--- src/rtl/tamagotchi_pkg.sv ---
// Shared constants for the Tamagotchi core: button front-end FSM encodings and timing defaults.
package tamagotchi_pkg;

   localparam int unsigned DEBOUNCE_CICLOS_DEF = 500000;   // 10 ms at 50 MHz
   localparam int unsigned JANELA_CICLOS_DEF   = 2500000;  // 50 ms at 50 MHz
   localparam int unsigned DEBOUNCE_CICLOS_SIM = 4;
   localparam int unsigned JANELA_CICLOS_SIM   = 8;

   localparam logic [2:0] EST_OCIOSO  = 3'd0;
   localparam logic [2:0] EST_ESPERA1 = 3'd1;
   localparam logic [2:0] EST_ESPERA2 = 3'd2;
   localparam logic [2:0] EST_EMITE   = 3'd3;
   localparam logic [2:0] EST_SOLTURA = 3'd4;

   typedef enum logic [2:0] {
      OCIOSO  = EST_OCIOSO,
      ESPERA1 = EST_ESPERA1,
      ESPERA2 = EST_ESPERA2,
      EMITE   = EST_EMITE,
      SOLTURA = EST_SOLTURA
   } estado_t;

   localparam logic [1:0] MASK_NADA  = 2'b00;
   localparam logic [1:0] MASK_B1    = 2'b01;
   localparam logic [1:0] MASK_B2    = 2'b10;
   localparam logic [1:0] MASK_AMBOS = 2'b11;

endpackage

--- src/rtl/debounce_botao.sv ---
// One push-button: two-flop synchronizer, stable-level debouncer and press-edge detector.
module debounce_botao
   import tamagotchi_pkg::*;
#(
   parameter int unsigned DEBOUNCE_CICLOS = DEBOUNCE_CICLOS_DEF
) (
   input  logic clk,
   input  logic rst,
   input  logic botao_n,
   output logic est,
   output logic press_c
);

   localparam int unsigned CW = $clog2(DEBOUNCE_CICLOS);

   if (DEBOUNCE_CICLOS < 2) begin : g_debounce_invalido
      $error("debounce_botao: DEBOUNCE_CICLOS must be >= 2");
   end

   logic          sync1_q, sync1_d;
   logic          sync2_q, sync2_d;
   logic          est_q, est_d;
   logic          est_prev_q, est_prev_d;
   logic [CW-1:0] cnt_q, cnt_d;

   // Accepted level only flips after DEBOUNCE_CICLOS consecutive disagreeing samples.
   always_comb begin
      sync1_d    = botao_n;
      sync2_d    = sync1_q;
      est_d      = est_q;
      est_prev_d = est_q;
      cnt_d      = '0;
      if ((!sync2_q) != est_q) begin
         if (cnt_q == CW'(DEBOUNCE_CICLOS - 1)) begin
            est_d = !est_q;
         end else begin
            cnt_d = cnt_q + CW'(1);
         end
      end
   end

   always_ff @(posedge clk) begin
      if (rst) begin
         sync1_q    <= 1'b1;
         sync2_q    <= 1'b1;
         est_q      <= 1'b0;
         est_prev_q <= 1'b0;
         cnt_q      <= '0;
      end else begin
         sync1_q    <= sync1_d;
         sync2_q    <= sync2_d;
         est_q      <= est_d;
         est_prev_q <= est_prev_d;
         cnt_q      <= cnt_d;
      end
   end

   assign est     = est_q;
   assign press_c = est_q & ~est_prev_q;

endmodule

--- src/rtl/tratador_botoes.sv ---
// Button front end: debounces both buttons and merges near-simultaneous presses
// into a single combined b1/b2 command pulse.
module tratador_botoes
   import tamagotchi_pkg::*;
#(
   parameter int unsigned DEBOUNCE_CICLOS = DEBOUNCE_CICLOS_DEF,
   parameter int unsigned JANELA_CICLOS   = JANELA_CICLOS_DEF
) (
   input  logic clk,
   input  logic rst,
   input  logic botao1_n,
   input  logic botao2_n,
   output logic b1,
   output logic b2
);

   localparam int unsigned TW = $clog2(JANELA_CICLOS);

   if (JANELA_CICLOS < 2) begin : g_janela_invalida
      $error("tratador_botoes: JANELA_CICLOS must be >= 2");
   end

   logic est1, est2;
   logic press1_c, press2_c;

   debounce_botao #(.DEBOUNCE_CICLOS(DEBOUNCE_CICLOS)) u_botao1 (
      .clk     (clk),
      .rst     (rst),
      .botao_n (botao1_n),
      .est     (est1),
      .press_c (press1_c)
   );

   debounce_botao #(.DEBOUNCE_CICLOS(DEBOUNCE_CICLOS)) u_botao2 (
      .clk     (clk),
      .rst     (rst),
      .botao_n (botao2_n),
      .est     (est2),
      .press_c (press2_c)
   );

   estado_t       estado_q, estado_d;
   logic [1:0]    mask_q, mask_d;
   logic [TW-1:0] timer_q, timer_d;
   logic          b1_q, b1_d;
   logic          b2_q, b2_d;

   // Combo FSM; the pulse registers follow the next state so b1/b2 are high exactly in EMITE.
   always_comb begin
      estado_d = estado_q;
      mask_d   = mask_q;
      timer_d  = '0;
      unique case (estado_q)
         OCIOSO: begin
            if (press1_c && press2_c) begin
               estado_d = EMITE;
               mask_d   = MASK_AMBOS;
            end else if (press1_c) begin
               estado_d = ESPERA1;
            end else if (press2_c) begin
               estado_d = ESPERA2;
            end
         end
         ESPERA1: begin
            if (press2_c) begin
               estado_d = EMITE;
               mask_d   = MASK_AMBOS;
            end else if (timer_q == TW'(JANELA_CICLOS - 1)) begin
               estado_d = EMITE;
               mask_d   = MASK_B1;
            end else begin
               timer_d = timer_q + TW'(1);
            end
         end
         ESPERA2: begin
            if (press1_c) begin
               estado_d = EMITE;
               mask_d   = MASK_AMBOS;
            end else if (timer_q == TW'(JANELA_CICLOS - 1)) begin
               estado_d = EMITE;
               mask_d   = MASK_B2;
            end else begin
               timer_d = timer_q + TW'(1);
            end
         end
         EMITE: begin
            estado_d = SOLTURA;
         end
         SOLTURA: begin
            if (!est1 && !est2) begin
               estado_d = OCIOSO;
               mask_d   = MASK_NADA;
            end
         end
         default: begin
            estado_d = OCIOSO;
            mask_d   = MASK_NADA;
         end
      endcase
      b1_d = (estado_d == EMITE) & mask_d[0];
      b2_d = (estado_d == EMITE) & mask_d[1];
   end

   always_ff @(posedge clk) begin
      if (rst) begin
         estado_q <= OCIOSO;
         mask_q   <= MASK_NADA;
         timer_q  <= '0;
         b1_q     <= 1'b0;
         b2_q     <= 1'b0;
      end else begin
         estado_q <= estado_d;
         mask_q   <= mask_d;
         timer_q  <= timer_d;
         b1_q     <= b1_d;
         b2_q     <= b2_d;
      end
   end

   assign b1 = b1_q;
   assign b2 = b2_q;

endmodule

--- config.mk ---
export PLATFORM = sky130hd
export DESIGN_NAME = tratador_botoes
export DESIGN_NICKNAME = d
export VERILOG_FILES = /design/src/rtl/tamagotchi_pkg.sv /design/src/rtl/debounce_botao.sv /design/src/rtl/tratador_botoes.sv
export SDC_FILE = /design/constraint.sdc
export NUM_CORES = 1
export LEC_CHECK = 0
export ABC_AREA = 1
export CAP_MARGIN = 10
export CORE_UTILIZATION = 58
export CTS_BUF_LIST = sky130_fd_sc_hd__clkbuf_2 sky130_fd_sc_hd__clkbuf_4 sky130_fd_sc_hd__clkbuf_8
export DETAILED_ROUTE_END_ITERATION = 8
export PLACE_DENSITY_LB_ADDON = 0.08
export SYNTH_ARGS = -nofsm -noshare
export SYNTH_HDL_FRONTEND = slang
export SYNTH_HIERARCHICAL = 1
export SYNTH_SLANG_ARGS = --single-unit
--- constraint.sdc ---
create_clock -name clk -period 1.3 [get_ports clk]
set_input_delay 0.13 -clock clk [delete_from_list [all_inputs] [get_ports clk]]
set_output_delay 0.13 -clock clk [all_outputs]
set_load 0.01 [all_outputs]
==> results of run 1 <==
[power breakdown]
part	switching [µW]	internal [µW]	total [µW]	leakage, µW
Clock	883	952	1830	0.000103
Combinational	71.1	69.2	140	0.00134
Sequential	10.4	2300	2320	0.000613
[kinds of logic after synthesis]
kind of cell             share of synthesized area
AO/OA/AOI/OAI                               0.0677
AND/OR/NAND/NOR                              0.410
flip-flops                                   0.394
adder cells (fa/ha/maj)                    0.00986
buffers and inverters                       0.0769
XOR/XNOR                                    0.0414
[routing by layer]
layer / vias up / global-route usage
li1: 1883 / -
met5: - / 0
met3: 50 / 0.0577
met1: 1720 / 0.320
met2: 138 / 0.445
met4: 0 / 0.119
[state kept, by name, summed over array words and instances, names as in the netlist, 2 cells and up]
register and flops:
mask_q 2, estado_q 3, u_botao1/cnt_q 19, timer_q 22
u_botao2/cnt_q 19
[Yosys cell counts, types with 2 or more instances]
master	count
sky130_fd_sc_hd__buf_6	3
sky130_fd_sc_hd__a21oi_1	28
sky130_fd_sc_hd__or2_1	2
sky130_fd_sc_hd__o21ai_1	3
sky130_fd_sc_hd__ha_1	3
sky130_fd_sc_hd__nand3_2	9
sky130_fd_sc_hd__nor2_2	9
sky130_fd_sc_hd__nor3_1	11
sky130_fd_sc_hd__xor2_1	15
sky130_fd_sc_hd__o21ai_0	9
sky130_fd_sc_hd__o21bai_4	2
sky130_fd_sc_hd__xnor2_1	3
sky130_fd_sc_hd__nor2_4	7
sky130_fd_sc_hd__nor3_2	2
sky130_fd_sc_hd__nand2_1	124
sky130_fd_sc_hd__nand2_2	9
sky130_fd_sc_hd__nand2_4	4
sky130_fd_sc_hd__inv_1	65
sky130_fd_sc_hd__nand4_1	4
sky130_fd_sc_hd__nor2_1	113
sky130_fd_sc_hd__or2_2	6
sky130_fd_sc_hd__inv_2	4
sky130_fd_sc_hd__dfxtp_1	75
sky130_fd_sc_hd__nand3_1	26
[final cells by class]
type,instances,area [µm²]
clock buffer,11,145
timing repair buffer,85,704
inverter,69,264
fill,408,1120
clock inverter,5,52.6
tap,77,96.3
multi-input combinational,398,2440
sequential,75,1520
[critical path: stages (launching register included)]
cell and delay (ns):
sky130_fd_sc_hd__dfxtp_2 0.36, sky130_fd_sc_hd__ha_4 0.15, sky130_fd_sc_hd__nand3_4 0.08, sky130_fd_sc_hd__nor2_4 0.10
sky130_fd_sc_hd__nand2_2 0.08, sky130_fd_sc_hd__nor3_4 0.17, sky130_fd_sc_hd__buf_4 0.15, sky130_fd_sc_hd__buf_6 0.09
sky130_fd_sc_hd__nand2_4 0.05, sky130_fd_sc_hd__nor3_4 0.13, sky130_fd_sc_hd__nor3_2 0.06
[repair_timing]
item                                    in CTS  in global routing
hold buffers                                 0                  0
setup buffers                               10                  5
endpoints found under the setup margin      69                 68
cloned                                       0                  1
pin swaps                                   12                 22
resized for setup                           41                 80
endpoints found under the hold margin        0                  0
[stage by stage]
stage | total power [µW] | area [µm²] | TNS [ns] | util
finish | 4290 | 5230 | -6.90 | 0.823
global placement | 2480 | 4440 | -7.58 | 0.699
global route | 4430 | 5230 | -10.81 | 0.823
CTS | 4290 | 4870 | -2.87 | 0.767
detailed placement | 2480 | 4440 | -9.18 | 0.699
floorplan | 2430 | 3850 | -0.502 | -
[worst max-delay path by stage]
stage	startpoint	endpoint	slack (ns)	cells after the start
4_1_cts	timer_q[0]	timer_q[20]	-0.16	9
6_report	timer_q[0]	timer_q[14]	-0.24	10
3_5_place_dp	timer_q[0]	timer_q[20]	-0.27	9
5_1_grt	timer_q[0]	timer_q[14]	-0.32	10
3_3_place_gp	timer_q[0]	timer_q[20]	-0.21	9
2_1_floorplan	timer_q[1]	timer_q[20]	-0.16	9
==> results.py, run 1 <==
metrics = {
    "critical_path": {
        "end_kind": "flop",
        "timing.rr.end": "timer_q[14]",
        "reg2reg_from": "timer_q[0]",
        "criticalPathCategory": "flop to flop",
        "worst-path-max-fanout": 3,
        "cp_data_arrival_time_ns": 1.78,
        "setup.reg_to_reg.worst_slack_ns": -0.24,
        "worst-endpoint-required_ns": 1.54,
        "type_of_element_launching_the_critical_path": "flop",
        "timing.reg2reg.worst_path_depth": 10,
    },
    "drt": {
        "count_of_routing_violations_after_the_opening_detailed_route_iteration": 236,
        "post_drt_wl_per_cell_um": 13.2,
        "routedLengthMet1_um": 3990,
        "wl_met2_um": 4720,
        "drt_first_pass_iters": 5,
        "vias": 3791,
        "routed.top_layer": "met4",
        "vias_per_cell": 5.27,
        "wl_um": 9520,
        "wl_met3_um": 465,
        "detail-route-antenna-nets": 0,
        "post-route-drc-count": 0,
    },
    "synth": {
        "synthArstFlopShare": 0,
        "syn_avg_cell_area_um2": 6.99,
        "synthDominantCellAreaShare": 0.394,
        "post_synthesis_sequential_area_ratio": 0.394,
        "synth_ff_type": "sky130_fd_sc_hd__dfxtp_1",
        "ffs_latches_synth": 75,
        "synthDistinctLibCells": 33,
        "postSynthNetCount": 552,
        "synth_area_leader": "sky130_fd_sc_hd__dfxtp_1",
        "synth_cells": 545,
        "ys_warn_count": 6,
        "synth.cell_area_mm2": 0.00381,
        "synth_top_cells_by_area": "sky130_fd_sc_hd__dfxtp_1 39%, sky130_fd_sc_hd__nand2_1 12%, sky130_fd_sc_hd__nor2_1 11%",
        "synth_enable_flop_cells": 0,
    },
    "layout": {
        "antenna-diode-count": 0,
        "layout_common_cells": "114 x sky130_fd_sc_hd__nand2_1, 85 x sky130_fd_sc_hd__nor2_1, 71 x sky130_fd_sc_hd__buf_4, 65 x sky130_fd_sc_hd__inv_1, 59 x sky130_fd_sc_hd__dfxtp_1",
        "fin_cells": 720,
        "syn_to_final_growth_pct": 37.2,
        "mostFrequentLayoutCell": "sky130_fd_sc_hd__nand2_1",
        "num-nets-final": 645,
        "drive_above_1_share": 0.364,
    },
    "cts": {
        "clockRootBuffer": "sky130_fd_sc_hd__clkbuf_8",
        "clock-sinks": 75,
        "clk_pin_slew_ns": 0.08,
        "clock_path_buffers": 2,
        "tritoncts.num_buffers": 9,
        "tritoncts": "built",
        "clock_latency_ns": 0.35,
        "h-tree-depth": 3,
    },
    "global_route": {
        "grt_pass1_wl_um": 14900,
        "grt.overflow.total": 0,
        "grt_start_max_net_pins": 14,
        "grt.total_usage": 0.263,
        "vias_in_the_first_global_route": 3558,
        "grt_antenna_before_repair": 0,
    },
    "sta": {
        "final_hold_viol_count": 0,
        "clock_skews_ns": 0.00803,
        "report.final.slew_viol_count": 0,
        "timing.fmax_mhz": 651,
        "minimum_clock_period_after_layout_ns": 1.54,
        "timing_worst_slew_pin_value_ns": 0.327,
        "fin_worst_hold_slack_ns": 0.357,
        "setup_viol": 62,
        "unrepaired_setup_endpoints_after_global_routing": "yes",
        "max_slew_margin": 0.781,
        "timing.final.crit_share": 1.18,
        "setup_ws_ns": -0.236,
    },
    "place": {
        "placement.setup.worst_slack_ns": -0.271,
        "portBuffers": 5,
        "place.gp.congestion": 0.876,
        "numPlacedInstances": 688,
        "hpwlAfterDp_um": 5740,
    },
    "min_path": {
        "holdPathEnd": "u_botao2/sync1_q",
        "hold_path.startpoint": "botao2_n",
        "min-delay-path-class": "primary input to flop",
        "hold_path_depth": 2,
    },
    "pwr": {
        "cellLeakagePower_uw": 0.00206,
        "power.density_cell_area_mw_per_mm2": 821,
        "vdd_drop_max_v": 0.000887,
    },
    "floorplanning": {
        "overall_die_height_um": 83.0,
        "core_region_area_mm2": 0.00635,
        "die-area_mm2": 0.00689,
        "fp.dieW_um": 83.0,
        "initial_core_util": 0.600,
        "top_level_ports": 6,
        "std_cell_rows": 29,
    },
    "outcome": {
        "failed_checks": "setup timing",
        "status": "finished with violations",
    },
    "flow_run": {
        "maxCapViolCount": 0,
    },
}
(Power assumes the default switching activity.)
==> inputs of run 2 (changes only) <==
--- a/config.mk
+++ b/config.mk
@@ -7,6 +7,7 @@
 export LEC_CHECK = 0
 export ABC_AREA = 1
 export CAP_MARGIN = 10
+export CORE_MARGIN = 2
 export CORE_UTILIZATION = 58
 export CTS_BUF_LIST = sky130_fd_sc_hd__clkbuf_2 sky130_fd_sc_hd__clkbuf_4 sky130_fd_sc_hd__clkbuf_8
 export DETAILED_ROUTE_END_ITERATION = 8
==> run 2 against run 1 <==
Compared with the run above: combinational power decreased by 8%; final cell count decreased by 1.5%; via count decreased by 2.1%; fmax increased by 2.2%; critical endpoint is now timer_q[20]; the flow still finishes with violations (setup timing); clock-buffer cell count decreased by 1; clock power increased by 8%.
==> results.py, run 2 (same netlist as run 1, synthesis figures left out) <==
metrics = {
    "cts": {
        "clock_path_buffers": 2,
        "clock_latency_ns": 0.34,
        "clock-sinks": 75,
        "clk_pin_slew_ns": 0.08,
        "tritoncts": "built",
        "tritoncts.num_buffers": 9,
        "h-tree-depth": 3,
        "clockRootBuffer": "sky130_fd_sc_hd__clkbuf_8",
        "holdBufCountCts": 0,
    },
    "pwr": {
        "vdd_drop_max_v": 0.000767,
        "power.density_cell_area_mw_per_mm2": 880,
        "total_power_uw": 4420,
        "cellLeakagePower_uw": 0.00197,
        "switching_share": 0.213,
        "switching_power_uw": 939,
        "comb_power_share": 0.029,
        "internal_power_uw": 3480,
        "part_of_the_power_in_the_clock_network": 0.446,
        "pwr-share-seq": 0.524,
    },
    "layout": {
        "final_util": 0.791,
        "register_containing_the_most_flip_flops_in_the_final_layout": "timer_q",
        "syn_to_final_growth_pct": 31.8,
        "drive_above_1_share": 0.315,
        "antenna-diode-count": 0,
        "fin_cells": 709,
        "largest_reg_flops": 22,
        "layout_common_cells": "118 x sky130_fd_sc_hd__nand2_1, 96 x sky130_fd_sc_hd__nor2_1, 64 x sky130_fd_sc_hd__buf_4, 63 x sky130_fd_sc_hd__inv_1, 61 x sky130_fd_sc_hd__dfxtp_1",
        "num-nets-final": 634,
        "mostFrequentLayoutCell": "sky130_fd_sc_hd__nand2_1",
        "design_area_mm2": 0.00502,
        "largestRegisters": "timer_q: 22 flops, u_botao1/cnt_q: 19 flops, u_botao2/cnt_q: 19 flops",
    },
    "global_route": {
        "grt_start_max_net_pins": 14,
        "vias_in_the_first_global_route": 3448,
        "grt_pass1_wl_um": 14400,
        "grt.overflow.total": 0,
        "grt_antenna_before_repair": 0,
        "grt.total_usage": 0.241,
    },
    "outcome": {
        "status": "finished with violations",
        "failed_checks": "setup timing",
    },
    "flow_run": {
        "maxCapViolCount": 0,
    },
    "critical_path": {
        "reg2reg_from": "timer_q[0]",
        "cp_data_arrival_time_ns": 1.74,
        "worst-endpoint-required_ns": 1.53,
        "timing.critical_path.from": "timer_q[0]",
        "criticalPathCategory": "flop to flop",
        "worst-path-max-fanout": 4,
        "setup.reg_to_reg.worst_slack_ns": -0.20,
        "timing.reg2reg.worst_path_depth": 9,
        "end_kind": "flop",
        "type_of_element_launching_the_critical_path": "flop",
    },
    "place": {
        "hpwlAfterDp_um": 5690,
        "portBuffers": 5,
        "place_area_mm2": 0.00442,
        "place.gp.congestion": 0.875,
        "numPlacedInstances": 685,
    },
    "sta": {
        "max_slew_margin": 0.774,
        "setup_ws_ns": -0.204,
        "report.final.slew_viol_count": 0,
        "timing.final.crit_share": 1.16,
        "final_hold_viol_count": 0,
        "fin_tns_setup_ns": -4.95,
        "timing_worst_slew_pin_value_ns": 0.336,
        "clock_skews_ns": 0.00883,
        "setup_viol": 64,
        "minimum_clock_period_after_layout_ns": 1.50,
        "unrepaired_setup_endpoints_after_global_routing": "yes",
        "timing.fmax_mhz": 665,
    },
    "floorplanning": {
        "initial_core_util": 0.600,
        "die-area_mm2": 0.00723,
        "overall_die_height_um": 85.0,
        "top_level_ports": 6,
        "fp.dieW_um": 85.0,
        "core_region_area_mm2": 0.00635,
        "std_cell_rows": 29,
    },
    "drt": {
        "post_drt_wl_per_cell_um": 12.6,
        "wl_um": 8900,
        "post-route-drc-count": 0,
        "count_of_routing_violations_after_the_opening_detailed_route_iteration": 168,
        "detail-route-antenna-nets": 0,
        "vias_per_cell": 5.24,
        "drt_first_pass_iters": 5,
        "vias": 3712,
    },
    "min_path": {
        "min-delay-path-class": "primary input to flop",
        "hold_path_depth": 2,
        "hold_path.startpoint": "botao1_n",
    },
}
run 2: power by group through the flow:
| stage | clock [µW] | sequential (µW) | combinational, µW |
|---|---|---|---|
| 2_1_floorplan | 0 | 2370 | 61.7 |
| 3_3_place_gp | 0 | 2370 | 109 |
| 3_5_place_dp | 0 | 2370 | 111 |
| 4_1_cts | 2030 | 2320 | 123 |
| 5_1_grt | 2130 | 2320 | 145 |
| 6_report | 1970 | 2320 | 129 |
run 2: final timing paths:
kind                       to
min          u_botao1/sync1_q
max reg2reg       timer_q[20]
min reg2reg  u_botao2/sync2_q
max               timer_q[20]
run 2: timing repair:
action / in CTS / in global routing
pin swaps: 16 / 21
setup endpoints to repair: 70 / 68
setup buffers: 5 / 3
gates resized for setup: 29 / 58
hold endpoints to repair: 0 / 0
run 2: metal layers:
metal / vias to the layer above / track usage / routed length [µm]
li1: 1869 / - / -
met3: 17 / 0.0516 / 386
met2: 107 / 0.413 / 4490
met5: - / 0 / 0
met4: 0 / 0.0736 / 179
met1: 1719 / 0.305 / 3840
run 2: critical path, cell delays in order (launching register included):
cell and delay, ns:
sky130_fd_sc_hd__dfxtp_4 0.37, sky130_fd_sc_hd__ha_4 0.14, sky130_fd_sc_hd__nand3_4 0.08, sky130_fd_sc_hd__nor2_4 0.10, sky130_fd_sc_hd__nand2_2 0.07, sky130_fd_sc_hd__nor3_4 0.18, sky130_fd_sc_hd__nand2_4 0.11, sky130_fd_sc_hd__nor2_4 0.10
sky130_fd_sc_hd__xor2_1 0.19, sky130_fd_sc_hd__nor2_1 0.05
run 2: layout make-up:
class,instances,area [µm²]
timing repair buffer,74,602
clock inverter,6,90.1
tap,77,96.3
clock buffer,10,131
fill,432,1330
multi-input combinational,398,2310
sequential,75,1520
inverter,69,264
run 2: stage by stage:
stage / hold slack [ns] / setup slack, ns
after floorplan: 0.199 / -0.159
after global placement: 0.395 / -0.209
after detailed placement: 0.403 / -0.291
after CTS: 0.332 / -0.207
after global routing: 0.328 / -0.306
final: 0.348 / -0.204
==> inputs of run 3 (changes only) <==
--- a/config.mk
+++ b/config.mk
@@ -8,7 +8,7 @@
 export ABC_AREA = 1
 export CAP_MARGIN = 10
 export CORE_MARGIN = 2
-export CORE_UTILIZATION = 58
+export CORE_UTILIZATION = 60
 export CTS_BUF_LIST = sky130_fd_sc_hd__clkbuf_2 sky130_fd_sc_hd__clkbuf_4 sky130_fd_sc_hd__clkbuf_8
 export DETAILED_ROUTE_END_ITERATION = 8
 export PLACE_DENSITY_LB_ADDON = 0.08
==> constraint.sdc (replaced) <==
create_clock -name clk -period 1.7 [get_ports clk]
set_input_delay 0.17 -clock clk [delete_from_list [all_inputs] [get_ports clk]]
set_output_delay 0.17 -clock clk [all_outputs]
set_load 0.01 [all_outputs]
==> run 3 against run 2 <==
Compared with the run above: the run now ends clean; design area fell by 17%; largest power group unchanged; die area fell by 3.2%; via count is 13% lower; routed wire length down 22%; sequential share of layout area is 5.6 points higher.
==> results.py, run 3 (same netlist as run 1, synthesis figures left out) <==
metrics = {
    "critical_path": {
        "worst-path-max-fanout": 5,
        "critical_path.n_buffers_inverters": 0,
        "max_stage_delay_ns": 0.37,
        "critPathSlowestCell": "sky130_fd_sc_hd__dfxtp_2",
        "reg2reg_from": "timer_q[0]",
        "cp_data_arrival_time_ns": 1.80,
        "type_of_element_launching_the_critical_path": "flop",
        "timing.critical_path.from": "timer_q[0]",
        "timing.critical_path.cells": "ha_4 > nand3_4 > nor2_4 > nand2_2 > nor3_4 > nand2_4 > nor2_2 > xor2_1 > nor2_1",
        "worst-endpoint-required_ns": 1.95,
        "timing.critical_path.max_delay_family": "simple AND/OR/NAND/NOR gates",
        "end_kind": "flop",
        "criticalPathCategory": "flop to flop",
    },
    "place": {
        "place.gp.congestion": 0.940,
        "placement.setup.worst_slack_ns": 0.107,
        "hpwlAfterDp_um": 5260,
        "numPlacedInstances": 628,
        "portBuffers": 5,
    },
    "layout": {
        "antenna-diode-count": 0,
        "syn_to_final_growth_pct": 9.89,
        "mostFrequentLayoutCell": "sky130_fd_sc_hd__nand2_1",
        "num-nets-final": 569,
        "register_containing_the_most_flip_flops_in_the_final_layout": "timer_q",
        "layout_common_cells": "124 x sky130_fd_sc_hd__nand2_1, 113 x sky130_fd_sc_hd__nor2_1, 73 x sky130_fd_sc_hd__dfxtp_1, 65 x sky130_fd_sc_hd__inv_1, 28 x sky130_fd_sc_hd__a21oi_1",
        "fin_cells": 644,
        "largestRegisters": "timer_q: 22 flops, u_botao1/cnt_q: 19 flops, u_botao2/cnt_q: 19 flops",
        "drive_above_1_share": 0.136,
        "largest_reg_flops": 22,
    },
    "drt": {
        "vias": 3230,
        "vias_per_cell": 5.02,
        "count_of_routing_violations_after_the_opening_detailed_route_iteration": 125,
        "drt_first_pass_iters": 4,
        "wl_um": 6910,
        "detail-route-antenna-nets": 0,
        "post_drt_wl_per_cell_um": 10.7,
        "post-route-drc-count": 0,
    },
    "floorplanning": {
        "initial_core_util": 0.610,
        "die-area_mm2": 0.00700,
        "overall_die_height_um": 83.7,
        "top_level_ports": 6,
        "fp.dieW_um": 83.7,
        "std_cell_rows": 29,
        "core_region_area_mm2": 0.00624,
    },
    "cts": {
        "tritoncts": "built",
        "tritoncts.num_buffers": 9,
        "h-tree-depth": 3,
        "clock_path_buffers": 2,
        "clock-sinks": 75,
        "clockRootBuffer": "sky130_fd_sc_hd__clkbuf_8",
        "clock_latency_ns": 0.35,
        "clk_pin_slew_ns": 0.09,
    },
    "pwr": {
        "vdd_drop_max_v": 0.000530,
        "cellLeakagePower_uw": 0.00154,
        "power.density_cell_area_mw_per_mm2": 765,
    },
    "global_route": {
        "grt_antenna_before_repair": 0,
        "grt.overflow.total": 0,
        "grt.total_usage": 0.219,
        "grt_start_max_net_pins": 15,
        "grt_pass1_wl_um": 12800,
        "vias_in_the_first_global_route": 3111,
    },
    "sta": {
        "max_slew_margin": 0.763,
        "clock_skews_ns": 0.0114,
        "setup_viol": 0,
        "minimum_clock_period_after_layout_ns": 1.56,
        "timing.fmax_mhz": 642,
        "setup_ws_ns": 0.142,
        "timing.final.crit_share": 0.916,
        "final_hold_viol_count": 0,
        "report.final.slew_viol_count": 0,
        "timing_worst_slew_pin_value_ns": 0.355,
    },
    "min_path": {
        "hold_path.startpoint": "botao1_n",
        "min-delay-path-class": "primary input to flop",
    },
    "flow_run": {
        "maxCapViolCount": 0,
    },
    "outcome": {
        "status": "finished clean",
    },
}
## run 3: cell count changes in the layout (fill, tap and decap cells not counted), moves of 4 or more
cell / delta
sky130_fd_sc_hd__nand3_4: -4
sky130_fd_sc_hd__dfxtp_1: +12
sky130_fd_sc_hd__nand2_1: +6
sky130_fd_sc_hd__buf_4: -60
sky130_fd_sc_hd__a21oi_2: -5
sky130_fd_sc_hd__o21ai_0: +5
sky130_fd_sc_hd__nor2_4: -10
sky130_fd_sc_hd__nand2_4: -4
sky130_fd_sc_hd__dfxtp_2: -11
sky130_fd_sc_hd__nand3_1: +6
sky130_fd_sc_hd__nor2_1: +17
sky130_fd_sc_hd__a21oi_1: +5
sky130_fd_sc_hd__nor2_2: -7
## run 3: power breakdown
| part | leakage, µW | internal, µW | switching [µW] | total, µW |
|---|---|---|---|---|
| Sequential | 0.000606 | 1760 | 6.80 | 1770 |
| Combinational | 0.000839 | 29.1 | 39.0 | 68.1 |
| Clock | 0.0000998 | 687 | 674 | 1360 |
## run 3: worst paths after layout
check                     endpoint  slack (ns)  depth (start not counted)
setup / recovery       timer_q[20]        0.14                          9
hold / removal    u_botao1/sync1_q        0.38                          2
setup reg to reg       timer_q[20]        0.14                          9
hold reg to reg   u_botao2/sync2_q        0.43                          1
## run 3: what timing repair did
item | CTS | global route
hold buffers | 0 | 0
setup buffers | 0 | 0
resized for setup | 0 | 7
setup endpoints to repair | 0 | 22
## run 3: per-stage QoR
step                utilization  setup TNS (ns)  total power [µW]  hold WS, ns  instance area (µm²)
CTS                       0.665               0              3250        0.362                 4150
detailed placement        0.633               0              1880        0.411                 3950
floorplan                     -               0              1860        0.239                 3810
global route              0.671         -0.0107              3330        0.385                 4190
finish                    0.671               0              3200        0.381                 4190
global placement          0.633               0              1880        0.407                 3950
## run 3: area by class of cell
type	count	area (µm²)
flip-flops and latches	75	1500
multi-input cells	398	2040
repair buffers	9	80.1
clock inverters	7	77.6
fillers	574	2060
inverters	69	259
well taps	77	96.3
clock buffers	9	124
## run 3: routing by layer
layer,wire length [µm],global-route usage,vias to the layer above
met5,0,0,-
met4,37,0.0572,0
met3,227,0.0673,4
met2,3250,0.369,36
met1,3390,0.272,1456
li1,-,-,1734
